File: src/rtl/unidad_control_multiciclo.sv
// unidad_control_multiciclo: multicycle MIPS-style control FSM with memory-wait watchdog.
// Define UC_BNE_EN to add bne decoding and the branch_ne output.
module unidad_control_multiciclo #(
   parameter int MEM_WAIT_MAX = 8
) (
   input  logic       clk,
   input  logic       reset,
   input  logic [5:0] opcode,
   input  logic [5:0] funct,
   input  logic       zero,
   input  logic       mem_ready,
   output logic       pc_write,
   output logic       pc_write_cond,
   output logic       i_or_d,
   output logic       mem_read,
   output logic       mem_write,
   output logic       ir_write,
   output logic       reg_dst,
   output logic       reg_write,
   output logic       mem_to_reg,
   output logic       alu_src_a,
   output logic [1:0] alu_src_b,
   output logic [1:0] alu_op,
   output logic [1:0] pc_source,
   output logic       ext_sel,
   output logic [3:0] state,
`ifdef UC_BNE_EN
   output logic       branch_ne,
`endif
   output logic       illegal
);
   typedef enum logic [3:0] {
      FETCH    = 4'd0,
      DECODE   = 4'd1,
      MEM_ADDR = 4'd2,
      MEM_RD   = 4'd3,
      MEM_WB   = 4'd4,
      MEM_WR   = 4'd5,
      R_EXEC   = 4'd6,
      R_WB     = 4'd7,
      BRANCH   = 4'd8,
      JUMP     = 4'd9,
      I_EXEC   = 4'd10,
      I_WB     = 4'd11,
      TRAP     = 4'd12
   } state_t;
   state_t     cur, nxt;
   logic [7:0] cnt;
   logic       is_sw, is_ext;
   logic       wait_st, timeout, bne_op;
   logic       unused_in;
   // funct and zero are consumed by the datapath, not by this FSM
   assign unused_in = ^{funct, zero};
   assign wait_st   = cur == FETCH || cur == MEM_RD || cur == MEM_WR;
   // the cycle that would bring the counter to MEM_WAIT_MAX; ready in that cycle still wins
   assign timeout   = wait_st && !mem_ready && cnt == 8'(MEM_WAIT_MAX - 1);
   assign state     = reset ? 4'd0 : cur;
`ifdef UC_BNE_EN
   logic is_bne;
   assign bne_op    = opcode == 6'b000101;
   assign branch_ne = !reset && cur == BRANCH && is_bne;
`else
   assign bne_op    = 1'b0;
`endif
   always_ff @(posedge clk) begin
      if (reset) begin
         cur    <= FETCH;
         cnt    <= '0;
         is_sw  <= 1'b0;
         is_ext <= 1'b0;
`ifdef UC_BNE_EN
         is_bne <= 1'b0;
`endif
      end else begin
         cur <= nxt;
         cnt <= (nxt != cur) ? '0 : (wait_st && !mem_ready) ? cnt + 8'd1 : cnt;
         if (cur == DECODE) begin
            is_sw  <= opcode == 6'b101011;
            is_ext <= opcode == 6'b001100 || opcode == 6'b001101 || opcode == 6'b001110;
`ifdef UC_BNE_EN
            is_bne <= bne_op;
`endif
         end
      end
   end
   always_comb begin
      nxt           = cur;
      pc_write      = 1'b0;
      pc_write_cond = 1'b0;
      i_or_d        = 1'b0;
      mem_read      = 1'b0;
      mem_write     = 1'b0;
      ir_write      = 1'b0;
      reg_dst       = 1'b0;
      reg_write     = 1'b0;
      mem_to_reg    = 1'b0;
      alu_src_a     = 1'b0;
      alu_src_b     = 2'b00;
      alu_op        = 2'b00;
      pc_source     = 2'b00;
      ext_sel       = 1'b0;
      illegal       = 1'b0;
      if (!reset) begin
         case (cur)
            FETCH: begin
               mem_read  = 1'b1;
               alu_src_b = 2'b01;
               ir_write  = mem_ready;
               pc_write  = mem_ready;
               nxt       = mem_ready ? DECODE : timeout ? TRAP : FETCH;
            end
            DECODE: begin
               alu_src_b = 2'b11;
               nxt = (opcode == 6'b000000) ? R_EXEC :
                     (opcode == 6'b100011 || opcode == 6'b101011) ? MEM_ADDR :
                     (opcode == 6'b000100 || bne_op) ? BRANCH :
                     (opcode == 6'b000010) ? JUMP :
                     (opcode == 6'b001000 || opcode == 6'b001010 || opcode == 6'b001100 ||
                      opcode == 6'b001101 || opcode == 6'b001110) ? I_EXEC : TRAP;
            end
            MEM_ADDR: begin
               alu_src_a = 1'b1;
               alu_src_b = 2'b10;
               nxt       = is_sw ? MEM_WR : MEM_RD;
            end
            MEM_RD: begin
               mem_read = 1'b1;
               i_or_d   = 1'b1;
               nxt      = mem_ready ? MEM_WB : timeout ? TRAP : MEM_RD;
            end
            MEM_WB: begin
               reg_write  = 1'b1;
               mem_to_reg = 1'b1;
               nxt        = FETCH;
            end
            MEM_WR: begin
               mem_write = 1'b1;
               i_or_d    = 1'b1;
               nxt       = mem_ready ? FETCH : timeout ? TRAP : MEM_WR;
            end
            R_EXEC: begin
               alu_src_a = 1'b1;
               alu_op    = 2'b10;
               nxt       = R_WB;
            end
            R_WB: begin
               reg_write = 1'b1;
               reg_dst   = 1'b1;
               nxt       = FETCH;
            end
            BRANCH: begin
               alu_src_a     = 1'b1;
               alu_op        = 2'b01;
               pc_source     = 2'b01;
               pc_write_cond = 1'b1;
               nxt           = FETCH;
            end
            JUMP: begin
               pc_write  = 1'b1;
               pc_source = 2'b10;
               nxt       = FETCH;
            end
            I_EXEC: begin
               alu_src_a = 1'b1;
               alu_src_b = 2'b10;
               alu_op    = 2'b11;
               ext_sel   = is_ext;
               nxt       = I_WB;
            end
            I_WB: begin
               reg_write = 1'b1;
               ext_sel   = is_ext;
               nxt       = FETCH;
            end
            TRAP: begin
               illegal = 1'b1;
               nxt     = TRAP;
            end
            default: nxt = TRAP;
         endcase
      end
   end
endmodule
File: config.mk
export PLATFORM = sky130hd
export DESIGN_NAME = unidad_control_multiciclo
export DESIGN_NICKNAME = d
export VERILOG_FILES = /design/src/rtl/unidad_control_multiciclo.sv
export SDC_FILE = /design/constraint.sdc
export NUM_CORES = 1
export LEC_CHECK = 0
export CAP_MARGIN = 25
export CORE_AREA = 2 2 50 98
export CTS_BUF_LIST = sky130_fd_sc_hd__clkbuf_4
export CTS_CLUSTER_SIZE = 12
export DETAILED_ROUTE_END_ITERATION = 7
export DIE_AREA = 0 0 52 100
export DONT_BUFFER_PORTS = 1
export PLACE_DENSITY = 0.54
export REMOVE_ABC_BUFFERS = 1
export SLEW_MARGIN = 5
export SYNTH_ARGS = -nofsm -noshare
export SYNTH_HDL_FRONTEND = slang
export SYNTH_SLANG_ARGS = --single-unit
File: constraint.sdc
create_clock -name clk -period 6.5 [get_ports clk]
set_input_delay 1.3 -clock clk [delete_from_list [all_inputs] [get_ports clk]]
set_output_delay 1.3 -clock clk [all_outputs]
set_load 0.01 [all_outputs]
### Yosys cells after proc, flatten, opt, wreduce, memory -nomap -nowiden

Index checks and enable logic that the tools add are counted.

* logic and storage cells: 95
* output and inout port bits: 22
* register bits: 14
* input bits: 16

* add/sub/neg operators: 1
* reduce and logical (&&, ||, !) cells: 22
* eq/ne operators: 23
* muxes and demuxes: 45

Operator list (count)
* $mux 4: 10
* $pmux 4 s8: 1
* $eq 6x4->1 const B: 5
* $mux 1: 23
* $eq 4x4->1 const B: 5
* $eq 4x3->1 const B: 4
* $eq 6x6->1 const B: 2
* $mux 3: 4
* $pmux 2 s3: 2
* $reduce_or 2->1: 5
* $logic_or 1x1->1: 9
* $add 8x1->8 const B: 1
* $eq 4x2->1 const B: 2
* $eq 8x3->1 const B: 1
* $eq 6x2->1 const B: 1
* $eq 6x3->1 const B: 1
* $logic_not 6->1: 1
* $mux 2: 3
* $reduce_or 5->1: 1
* $eq 4x1->1 const B: 1
* $logic_not 4->1: 1
* $ne 4x4->1: 1
* $pmux 2 s2: 1
* $reduce_or 4->1: 1
* 4 further kinds: 5

### Depth between registers and ports, before layout

* depth in word-level cells: 14
* mapped depth: 8
* depth with buffers taken out: 6

### Worst setup path before layout

No wires, ideal clock.

* path kind: input-to-output
* from: in reset
* to: out pc_source[0]
* path buffers: 2
* slack: 2.971 ns
* data required time: 5.200 ns
* stages: 5
* data arrival time: 2.229 ns
* path through: clkbuf_1 nor2_1 nand2_1 nor3_1 buf_4

* cells in the longest elaborated chain, start to end: 1

RTL lines
* start, declared: line 7 `input logic reset,`
* $mux 2: line 103 `if (!reset) begin`
* end, declared: line 24 `output logic [1:0] pc_source,`

Every way passes these cells.

### Final worst setup path

Ends and elaborated chain as after synthesis.

==> results_dict.tcl <==
set metrics [dict create \
    postCtsSetupBuffers 0 \
    cts-htree-levels 1 \
    rrSetupSlack_ns 3.61 \
    firstDrtPassIters 4 \
    yosys_register_bits 14 \
    status "finished, final reports clean" \
    finalWeightedCongestion 0.8265 \
    synth_area_leaders "dfxtp_1 22%, nor3_1 6.7%, nand2_1 5.6%" \
    drv_slew 0 \
    dieArea_mm2 0.005200 \
    grt_usage 0.1338 \
    async_flop_share 0 \
    leakage_nw 0.4271 \
    critPathKind "primary input to output pin" \
    synthFlopType "dfxtp_1" \
    finalHoldViolCount 0 \
    period_needed_ns 3.341 \
    clkLatencyLatePin_ns 0.29 \
    nNetsFinal 183 \
    max_cap_violations 0 \
    fin_worst_skew_ns 0.001736 \
    fin_crit_sh 0.5140 \
    fill_cells 505 \
    yosysUniqueCellTypes 47 \
    yosysTopAreaCell "dfxtp_1" \
    cts_tree "built" \
    grt_max_degree 20 \
    grt_pass1_wl_mm 5.409 \
    min_from "is_ext" \
    rsz0062_at_grt "no" \
    cp-start-kind "primary input" \
    maxSlewHeadroom 0.5291 \
    critPathRequiredTime_ns 5.20 \
    cts_buffer_depth 2 \
    layout-drive-gt1-share 0.08485 \
    path_clk_slew_ns 0.09 \
    design.portCount 38 \
    syn-cell-area_mm2 0.001276 \
    synth-edff-count 0 \
    start_util 0.2829 \
    endpoint_kind "output pin" \
    fin_cells 220 \
    cts_buffers 3 \
    fin_ws_ns 3.159 \
    setup_violations 0 \
    cts.sinks 14 \
    die_y_um 100 \
    finish.utilization 0.2868 \
    grt_pass1_vias 1151 \
    tns_ns 0 \
    holdBufCountCts 0 \
    arrival_ns 2.04 \
    rows 35 \
    antennaDiodeCount 0 \
    synthToLayoutAreaGrowth_pct 1.372 \
    total_power_uw 202.2 \
    portBuffers 0 \
    grt-ovfl-total 0 \
    powerDensity_mw_per_mm2 156.3 \
    r2r_start "cur[0]" \
    wl_per_cell_um 14.40 \
    syn_inst 175 \
    yosys_warnings 0 \
    vias 1242 \
    fin_hold_ws_ns 0.4566 \
    path_max_fanout 18 \
    hpwl_mm 2.291 \
    post_cts_resized 0 \
    worst_pin_slew_ns 0.7063 \
    placed_cells 216 \
    drtAntennaViolNets 0 \
    drtIter0Drc 34 \
    drc 0 \
    hold_class "flip-flop to flip-flop" \
    vias_per_cell 5.645 \
    antenna_found_initial 0 \
    peakVddDrop_uv 63.93 \
    avgSynthCellArea_um2 7.293 \
    root_buffer "clkbuf_4" \
    crit_start "reset" \
    seq_area_frac_synth 0.2196 \
    place_area_mm2 0.001267 \
    routed_wl_mm 3.167 \
    fin_area_mm2 0.001294 \
    max_clock_freq_mhz 299.3 \
    die_x_um 52 \
    core_mm2 0.004511 \
    dp_slack_ns 2.943 \
    synth_top_area_frac 0.2196 \
]
cells in the final DEF, fill, tap and decap left out, types with 2 or more instances in the layout:
cell and instances:
a21oi_1 8, a31oi_1 2, and2_1 3, and3_1 5, clkbuf_4 3, clkinv_1 2
dfxtp_1 14, inv_1 4, nand2_1 19, nand2b_1 5, nand3_1 6, nand4_1 4
nor2_1 19, nor2b_1 5, nor3_1 17, nor4_1 3, nor4b_1 3, o21ai_0 6
or2_2 2, or2b_1 2, or3_1 3, xnor2_1 8, xor2_1 2
synthesized netlist by cell type, types with 2 or more instances:
library cell  count
nand2_1          19
nor2_1           19
nor3_1           17
dfxtp_1          14
a21oi_1           8
xnor2_1           8
nand3_1           6
o21ai_0           6
and3_1            5
clkbuf_1          5
nand2b_1          5
nor2b_1           5
inv_1             4
nand4_1           4
and2_1            3
buf_1             3
nor4_1            3
nor4b_1           3
or3_1             3
a31oi_1           2
buf_2             2
buf_4             2
buf_6             2
or2_2             2
or2b_1            2
xor2_1            2
cells by family (layout without fill, tap and decap cells):
logic type | after synthesis | in the layout | share of synthesized area
simple gates | 102 | 102 | 0.4343
compound gates | 27 | 27 | 0.1755
buf+inv | 19 | 9 | 0.07548
flops | 14 | 14 | 0.2196
xor+xnor | 10 | 10 | 0.06863
mux | 2 | 2 | 0.01667
fa+ha+maj | 1 | 1 | 0.009802
report_power, final:
group	leakage (nW)	total (mW)	switching (mW)	internal [mW]
Clock	0.0154	0.0545	0.0322	0.0223
Combinational	0.298	0.0504	0.0303	0.0200
Sequential	0.113	0.0974	0.00924	0.0881
cell type report:
class / instances / area, um^2 / share of cell area
multi-input combinational: 142 / 899.6 / 0.6954
sequential: 14 / 280.3 / 0.2166
tap: 55 / 68.82 / 0.05319
clock buffer: 3 / 22.52 / 0.01741
inverter: 5 / 18.77 / 0.01451
clock inverter: 1 / 3.754 / 0.002901
state kept, by name, indices dropped and copies added (netlist names):
signal	count
cur	4
is_sw	1
cnt	8
is_ext	1
path summary, 6_finish.rpt:
path                                      to  cells past startpoint
worst max-delay path            pc_source[0]                      3
worst min-delay path                  is_ext                      2
worst max register to register        cnt[2]                      6
worst min register to register        is_ext                      2
critical path: stages:
cell and delay, ns:
nor2_1 0.09, nand2_1 0.11, nor3_1 0.54
layer usage:
layer	up-vias	track usage	routed length, um
li1	612	-	-
met1	579	0.1758	1410
met2	47	0.1996	1449
met3	4	0.03423	257
met4	0	0.06478	50
met5	-	0	0
Note: power is estimated with default switching activity, not from simulation.
